## src/rtl/path_streamer.sv

```systemverilog
// Path output engine: buffers a coordinate path and streams it as packed {x,y} words over valid/ready.
// Optional macro PATH_STREAMER_REVERSE_EN adds a `reverse` input for descending-order streaming.
module path_streamer #(
    parameter int unsigned COORD_W = 16,
    parameter int unsigned MAX_LEN = 100,
    parameter int unsigned LEN_W   = $clog2(MAX_LEN + 1)
) (
    input  logic                 clk,
    input  logic                 reset_n,
    input  logic                 wr_en,
    input  logic [LEN_W-1:0]     wr_addr,
    input  logic [2*COORD_W-1:0] wr_data,
    input  logic                 start,
    input  logic [LEN_W-1:0]     length,
`ifdef PATH_STREAMER_REVERSE_EN
    input  logic                 reverse,
`endif
    input  logic                 abort,
    output logic                 out_valid,
    input  logic                 out_ready,
    output logic [2*COORD_W-1:0] out_data,
    output logic                 out_last,
    output logic                 busy,
    output logic                 done,
    output logic                 error
);

    localparam int unsigned DW = 2 * COORD_W;

    typedef enum logic [1:0] {IDLE, FETCH, PRESENT, FINISH} state_t;

    state_t           state, state_d;
    logic [LEN_W-1:0] index, index_d;
    logic [LEN_W-1:0] len, len_d;
    logic             rev, rev_d, rev_in;
    logic             valid_d, last_d, busy_d, done_d, error_d;
    logic [DW-1:0]    data_d;
    logic             len_ok, at_end;

    logic [DW-1:0]    mem [MAX_LEN];

`ifdef PATH_STREAMER_REVERSE_EN
    assign rev_in = reverse;
`else
    assign rev_in = 1'b0;
`endif

    assign len_ok = (length != '0) && (length <= LEN_W'(MAX_LEN));
    assign at_end = rev ? (index == '0) : (index == len - LEN_W'(1));

    // Path buffer: writable only while idle, out-of-range addresses dropped
    always_ff @(posedge clk) begin
        if (state == IDLE && wr_en && wr_addr < LEN_W'(MAX_LEN)) begin
            mem[wr_addr] <= wr_data;
        end
    end

    always_ff @(posedge clk or negedge reset_n) begin
        if (!reset_n) begin
            state     <= IDLE;
            index     <= '0;
            len       <= '0;
            rev       <= 1'b0;
            out_valid <= 1'b0;
            out_data  <= '0;
            out_last  <= 1'b0;
            busy      <= 1'b0;
            done      <= 1'b0;
            error     <= 1'b0;
        end else begin
            state     <= state_d;
            index     <= index_d;
            len       <= len_d;
            rev       <= rev_d;
            out_valid <= valid_d;
            out_data  <= data_d;
            out_last  <= last_d;
            busy      <= busy_d;
            done      <= done_d;
            error     <= error_d;
        end
    end

    // Next state and next registered outputs; done is raised on leaving FINISH so abort can suppress it
    always_comb begin
        state_d = state;
        index_d = index;
        len_d   = len;
        rev_d   = rev;
        valid_d = out_valid;
        data_d  = out_data;
        last_d  = out_last;
        done_d  = 1'b0;
        error_d = 1'b0;

        unique case (state)
            IDLE: begin
                if (start) begin
                    if (len_ok) begin
                        len_d   = length;
                        rev_d   = rev_in;
                        index_d = rev_in ? length - LEN_W'(1) : '0;
                        state_d = FETCH;
                    end else begin
                        error_d = 1'b1;
                    end
                end
            end
            FETCH: begin
                data_d  = mem[index];
                valid_d = 1'b1;
                last_d  = at_end;
                state_d = PRESENT;
            end
            PRESENT: begin
                if (out_ready) begin
                    valid_d = 1'b0;
                    last_d  = 1'b0;
                    if (out_last) begin
                        state_d = FINISH;
                    end else begin
                        index_d = rev ? index - LEN_W'(1) : index + LEN_W'(1);
                        state_d = FETCH;
                    end
                end
            end
            FINISH: begin
                done_d  = 1'b1;
                state_d = IDLE;
            end
            default: state_d = IDLE;
        endcase

        if (abort && state != IDLE) begin
            state_d = IDLE;
            valid_d = 1'b0;
            last_d  = 1'b0;
            done_d  = 1'b0;
            error_d = 1'b1;
        end

        busy_d = (state_d != IDLE);
    end

endmodule

```

## config.mk

```make
export PLATFORM = sky130hd
export DESIGN_NAME = path_streamer
export DESIGN_NICKNAME = d
export VERILOG_FILES = /design/src/rtl/path_streamer.sv
export SDC_FILE = /design/constraint.sdc
export NUM_CORES = 2
export LEC_CHECK = 0
export ABC_CLOCK_PERIOD_IN_PS = 6800
export CAP_MARGIN = 20
export CORE_AREA = 2 2 407 570
export DETAILED_ROUTE_END_ITERATION = 8
export DIE_AREA = 0 0 409 572
export PLACE_DENSITY_LB_ADDON = 0.3
export SYNTH_ARGS = -nofsm -noshare
export SYNTH_HDL_FRONTEND = slang
export SYNTH_SLANG_ARGS = --single-unit
```

## constraint.sdc

```tcl
create_clock -name clk -period 6.8 [get_ports clk]
set_clock_uncertainty 0.2 [all_clocks]
set_input_delay 1.36 -clock clk [delete_from_list [all_inputs] [get_ports clk]]
set_output_delay 1.36 -clock clk [all_outputs]
set_load 0.05 [all_outputs]
```

== Word level (Yosys, flattened, before mapping) ==
Memories as Yosys holds them, arrays and structs flattened. A register that Yosys moved wholly into a read port is not among the register bits.
Index checks and enable logic that the tools add are counted.
Widths: inputs -> output; s select.

* Input bits: 52
* Output and inout port bits: 37
* Memories: 1
* Flip-flop bits (word level): 21
* Logic and storage cells: 60
* Bits in writable memories: 3200

{| class="wikitable"
|+ Memories
! name !! depth !! bits a word !! read ports !! clocked after Yosys merged registers in !! wr ports !! line !! source
|-
| mem || 100 || 32 || 1 || 1 || 1 || 40 || <nowiki>logic [DW-1:0] mem [MAX_LEN];</nowiki>
|}

* Muxes and demuxes: 24
* Equal/unequal tests: 9
* Reductions and logical operators: 14
* $add $sub $neg: 2
* Order comparisons: 2

{| class="wikitable"
|+ Operators by type and width
! operator !! count
|-
| $mux 7 || 4
|-
| $pmux 7 s2 || 1
|-
| $mux 1 || 11
|-
| $mux 2 || 5
|-
| $ne 2x2->1 const B || 4
|-
| $pmux 2 s4 || 1
|-
| $add 7x1->7 const B || 1
|-
| $eq 7x7->1 || 1
|-
| $le 7x7->1 const B || 1
|-
| $lt 7x7->1 const B || 1
|-
| $reduce_bool 7->1 || 1
|-
| $sub 7x1->7 const B || 1
|-
| $reduce_bool 2->1 || 3
|-
| $reduce_and 5->1 || 1
|-
| $eq 2x2->1 const B || 2
|-
| $logic_and 1x1->1 || 4
|-
| $pmux 1 s2 || 2
|-
| $ne 3x3->1 const B || 1
|-
| $reduce_and 3->1 || 1
|-
| $reduce_bool 3->1 || 1
|-
| $eq 2x1->1 const B || 1
|-
| $logic_not 2->1 || 1
|-
| $reduce_and 2->1 || 1
|-
| $logic_not 1->1 || 1
|}

== Longest topological paths before layout ==
* Word-level depth: 7
* Mapped depth: 13
* Gate-level depth less buffers: 6

== Worst setup path before layout ==
No wires, ideal clock.

* Path type: input -> register
* From: input wr_addr[2]
* To: memory mem[30][0] (netlist bit) (enable)
* Arrival: 3.709 ns
* Setup time: 0.421 ns
* Data required time: 6.179 ns
* Buffers on the path: 1
* Cell stages on the path: 6
* Path slack: 2.470 ns
* Path through: o311ai_0 -> nand3_1 -> nor2_1 -> nand3_1 -> clkbuf_1 -> nor2_1

* Cells in the longest elaborated chain, start to end: 4

{| class="wikitable"
|+ Ends and longest elaborated chain
! element !! line !! source
|-
| from (decl) || 11 || <nowiki>input logic [LEN_W-1:0] wr_addr,</nowiki>
|-
| $lt 7x7->1 || 53 || <nowiki>if (state == IDLE && wr_en && wr_addr < LEN_W'(MAX_LEN)) begin</nowiki>
|-
| $logic_and 1x1->1 || 53 ||
|-
| $mux 1 || 53 ||
|-
| $mux 1 (not written as such) || 54 || <nowiki>mem[wr_addr] <= wr_data;</nowiki>
|-
| to (decl) || 40 ||
|}

Several ways; a longest one is shown, not always the timed one.

== Worst setup path after layout ==
* From: input wr_addr[4]
* To: memory mem[98][7] (netlist bit) (enable)

Same word-level chain as after synthesis.

==> metrics <==
outcome finished clean; Worst EP required 7070 ps; I/O pin count ~90; Cell Area, Synth roughly 130000 sq um; post-synth top area cell edfxtp_1; Worst setup startpoint wr_addr[4]; met2 WL 166000 um; Final period util 73.4%; post-synth cell types 70; die area 234000 sq um; met3 routed wirelength 40400 um; Layout area overhead 11.8%; clock latency on the worst-skew pair ~850 ps; DP HPWL ~220000 um; final wirelength around 350000 um; Setup Buffers After CTS 0; CP max FO 32; max capacitance violation total 0; Worst setup SP type primary input; post-layout min period 4990 ps; syn_nets just under 6000; Peak Freq 200 MHz; number of port buffers 88; largest net degree at the start of global routing 117; Ys Warns 0; worst slew pin tran 1390 ps; maximum vdd drop 0.274 mV; Fillers 15300; row count between 200 and 250; Worst Setup Slack, final around 1800 ps; RSZ-0062 raised after global routing false; most used flip-flop cell after synthesis edfxtp_1; hold-fix buffers at CTS 0; htree depth 5; vias after detailed routing around 63000; total global routing overflow 0; Core Util, Final 61.3%; Die H 572 um; initial core utilization 54.8%; worst slack, placed 900 ps; fraction of registers with async set/reset 1.63%; CTS tree done; Pre-Repair DR Iteration Count 8; flop2flop setup slack roughly 2000 ps; endpoint class of the critical path flop; share of the synthesized area in the top cell type 76.7%; antenna viol nets, final 0; vias in the first global route 61000; worst r2r path cells 7; syn_area_per_cell 21.9 sq um; first-pass GRT wire length 483000 um; Final Net Count 6055; overall power 43.1 mW; worst setup path end mem[98][7]; Core Area roughly 230000 sq um; Post-Route M1 WL 120000 um; TNS Setup 0 ps; RR Startpoint index[2]; Min-Delay Path Class reg2reg; Reg2Reg Capture Point out_data[17]; Num CTS Buffers 291; final weighted congestion in routability-driven placement 0.934; drt drc 0; area of the multi-input gates 26500 sq um; gr usage total 29.9%; CTS Sinks 3253; Max-slew headroom 6.43%; Routed WL per cell about 38 um; Resized cells post-CTS 0; Gate Count Post-Synth 5713; Slew Limit Fails 0; Post-synth EDFFs between 3000 and 4000; Via-to-Cell Ratio 6.78; Seq/Total Area, Yosys 77.7%; Area contributors post-synth edfxtp_1 77%, mux4_2 12%, mux2i_1 2.7%; WS Path Type in2reg; top sig layer met5; Leakage approximately 42 nW; clk buf depth 4; Clk pin slew, worst setup/hold paths ~60 ps; Fin. Hold Viols 0; power density over cell area 307 nW/um^2; layout cells sized above 1 24.4%; register area between 90000 and 100000 sq um; worst hold stages 2; chip width 409 um; clock root buffer clkbuf_16; Seq cells post-synth 3253; critical path arrival 5260 ps; final-report setup violation count 0; initial antenna violation count 24; initial DRC count about 10000
[flip-flops by register name, summed over array words and instances, names as in the netlist]
register / flops
state: 2
index: 7
out_valid: 1
len: 7
out_last: 1
done: 1
out_data: 32
busy: 1
mem: 3200
error: 1
[worst min path at each step]
stage          startpoint   endpoint
2_1_floorplan    state[0]   state[0]
3_3_place_gp    out_valid  out_valid
3_5_place_dp    out_valid  out_valid
4_1_cts         out_valid  out_valid
5_1_grt          state[0]   state[0]
6_report        out_valid  out_valid
[stage by stage]
stage	cells	instance area, sq um	hold WS, ps
6_report	9276	140000	337
5_1_grt	9262	140000	366
4_1_cts	9224	139000	332
3_5_place_dp	8718	130000	318
3_3_place_gp	8712	130000	291
2_1_floorplan	5713	125000	288
[layer usage]
| layer | track usage (%) | vias to the layer above |
|---|---|---|
| li1 | - | 24600 |
| met5 | 0 | - |
| met1 | 39.3 | 33000 |
| met2 | 46.7 | 4371 |
| met3 | 6.07 | 849 |
| met4 | 17.8 | 16 |
[layout by cell type, fill, tap and decap left out, types with 17 or more instances in the layout]
cell             count
a2111oi_0           21
a211oi_1            19
a21oi_1            122
a221oi_1            36
a22oi_1             77
a31oi_1             26
buf_12              43
buf_4              202
bufinv_16           21
clkbuf_1            70
clkbuf_16          302
clkdlybuf4s50_1     55
clkinv_1            65
clkinv_2            37
dfrtp_1             47
diode_2             17
edfxtp_1          3200
inv_1               17
mux2_2              57
mux2i_1            344
mux4_2             694
nand2_1            155
nand3_1             41
nor2_1              61
nor2_4             101
nor2b_1             18
o21ai_0             76
o221ai_1            42
o22ai_1             51
[synth_stat cells (all sizes together), types with 24 or more instances]
| library cell | count |
|---|---|
| edfxtp | 3200 |
| mux4 | 694 |
| mux2i | 344 |
| buf | 228 |
| nor2 | 165 |
| nand2 | 155 |
| a21oi | 122 |
| clkbuf | 92 |
| a22oi | 77 |
| o21ai | 76 |
| mux2 | 57 |
| dfrtp | 53 |
| o22ai | 51 |
| nand3 | 43 |
| o221ai | 42 |
| a221oi | 37 |
| a2111oi | 27 |
| a31oi | 26 |
| nor2b | 24 |
[cell families after synthesis]
| logic type | after synthesis | synth area share (%) |
|---|---|---|
| mux | 1095 | 15.7 |
| simple gates | 455 | 1.61 |
| fa+ha+maj | 2 | 0.0200 |
| xor+xnor | 11 | 0.0769 |
| flops | 3253 | 77.7 |
| compound gates | 558 | 3.07 |
| buf+inv | 339 | 1.77 |
[area by class of cell]
type,count,area share [%]
multi-input combinational,2121,18.9
clock inverter,134,0.826
tap,3045,2.72
inverter,19,0.0545
timing repair buffer,315,2.32
antenna,17,0.0304
sequential,3253,69.5
clock buffer,372,5.58
[critical path, stage by stage]
cell and delay, ps:
clkdlybuf4s50_1 610, o311ai_0 490, nand3_1 290, nor2_1 340, nand2_1 640, buf_4 560
nor2_4 930
[where the power goes]
part | total, mW | internal (mW) | switching, mW
logic | 4.65 | 1.79 | 2.86
clock network | 16.0 | 8.92 | 7.05
registers | 22.5 | 22.1 | 0.323
total | 43.1 | 32.8 | 10.2
Power figures use the tool's default switching activity.
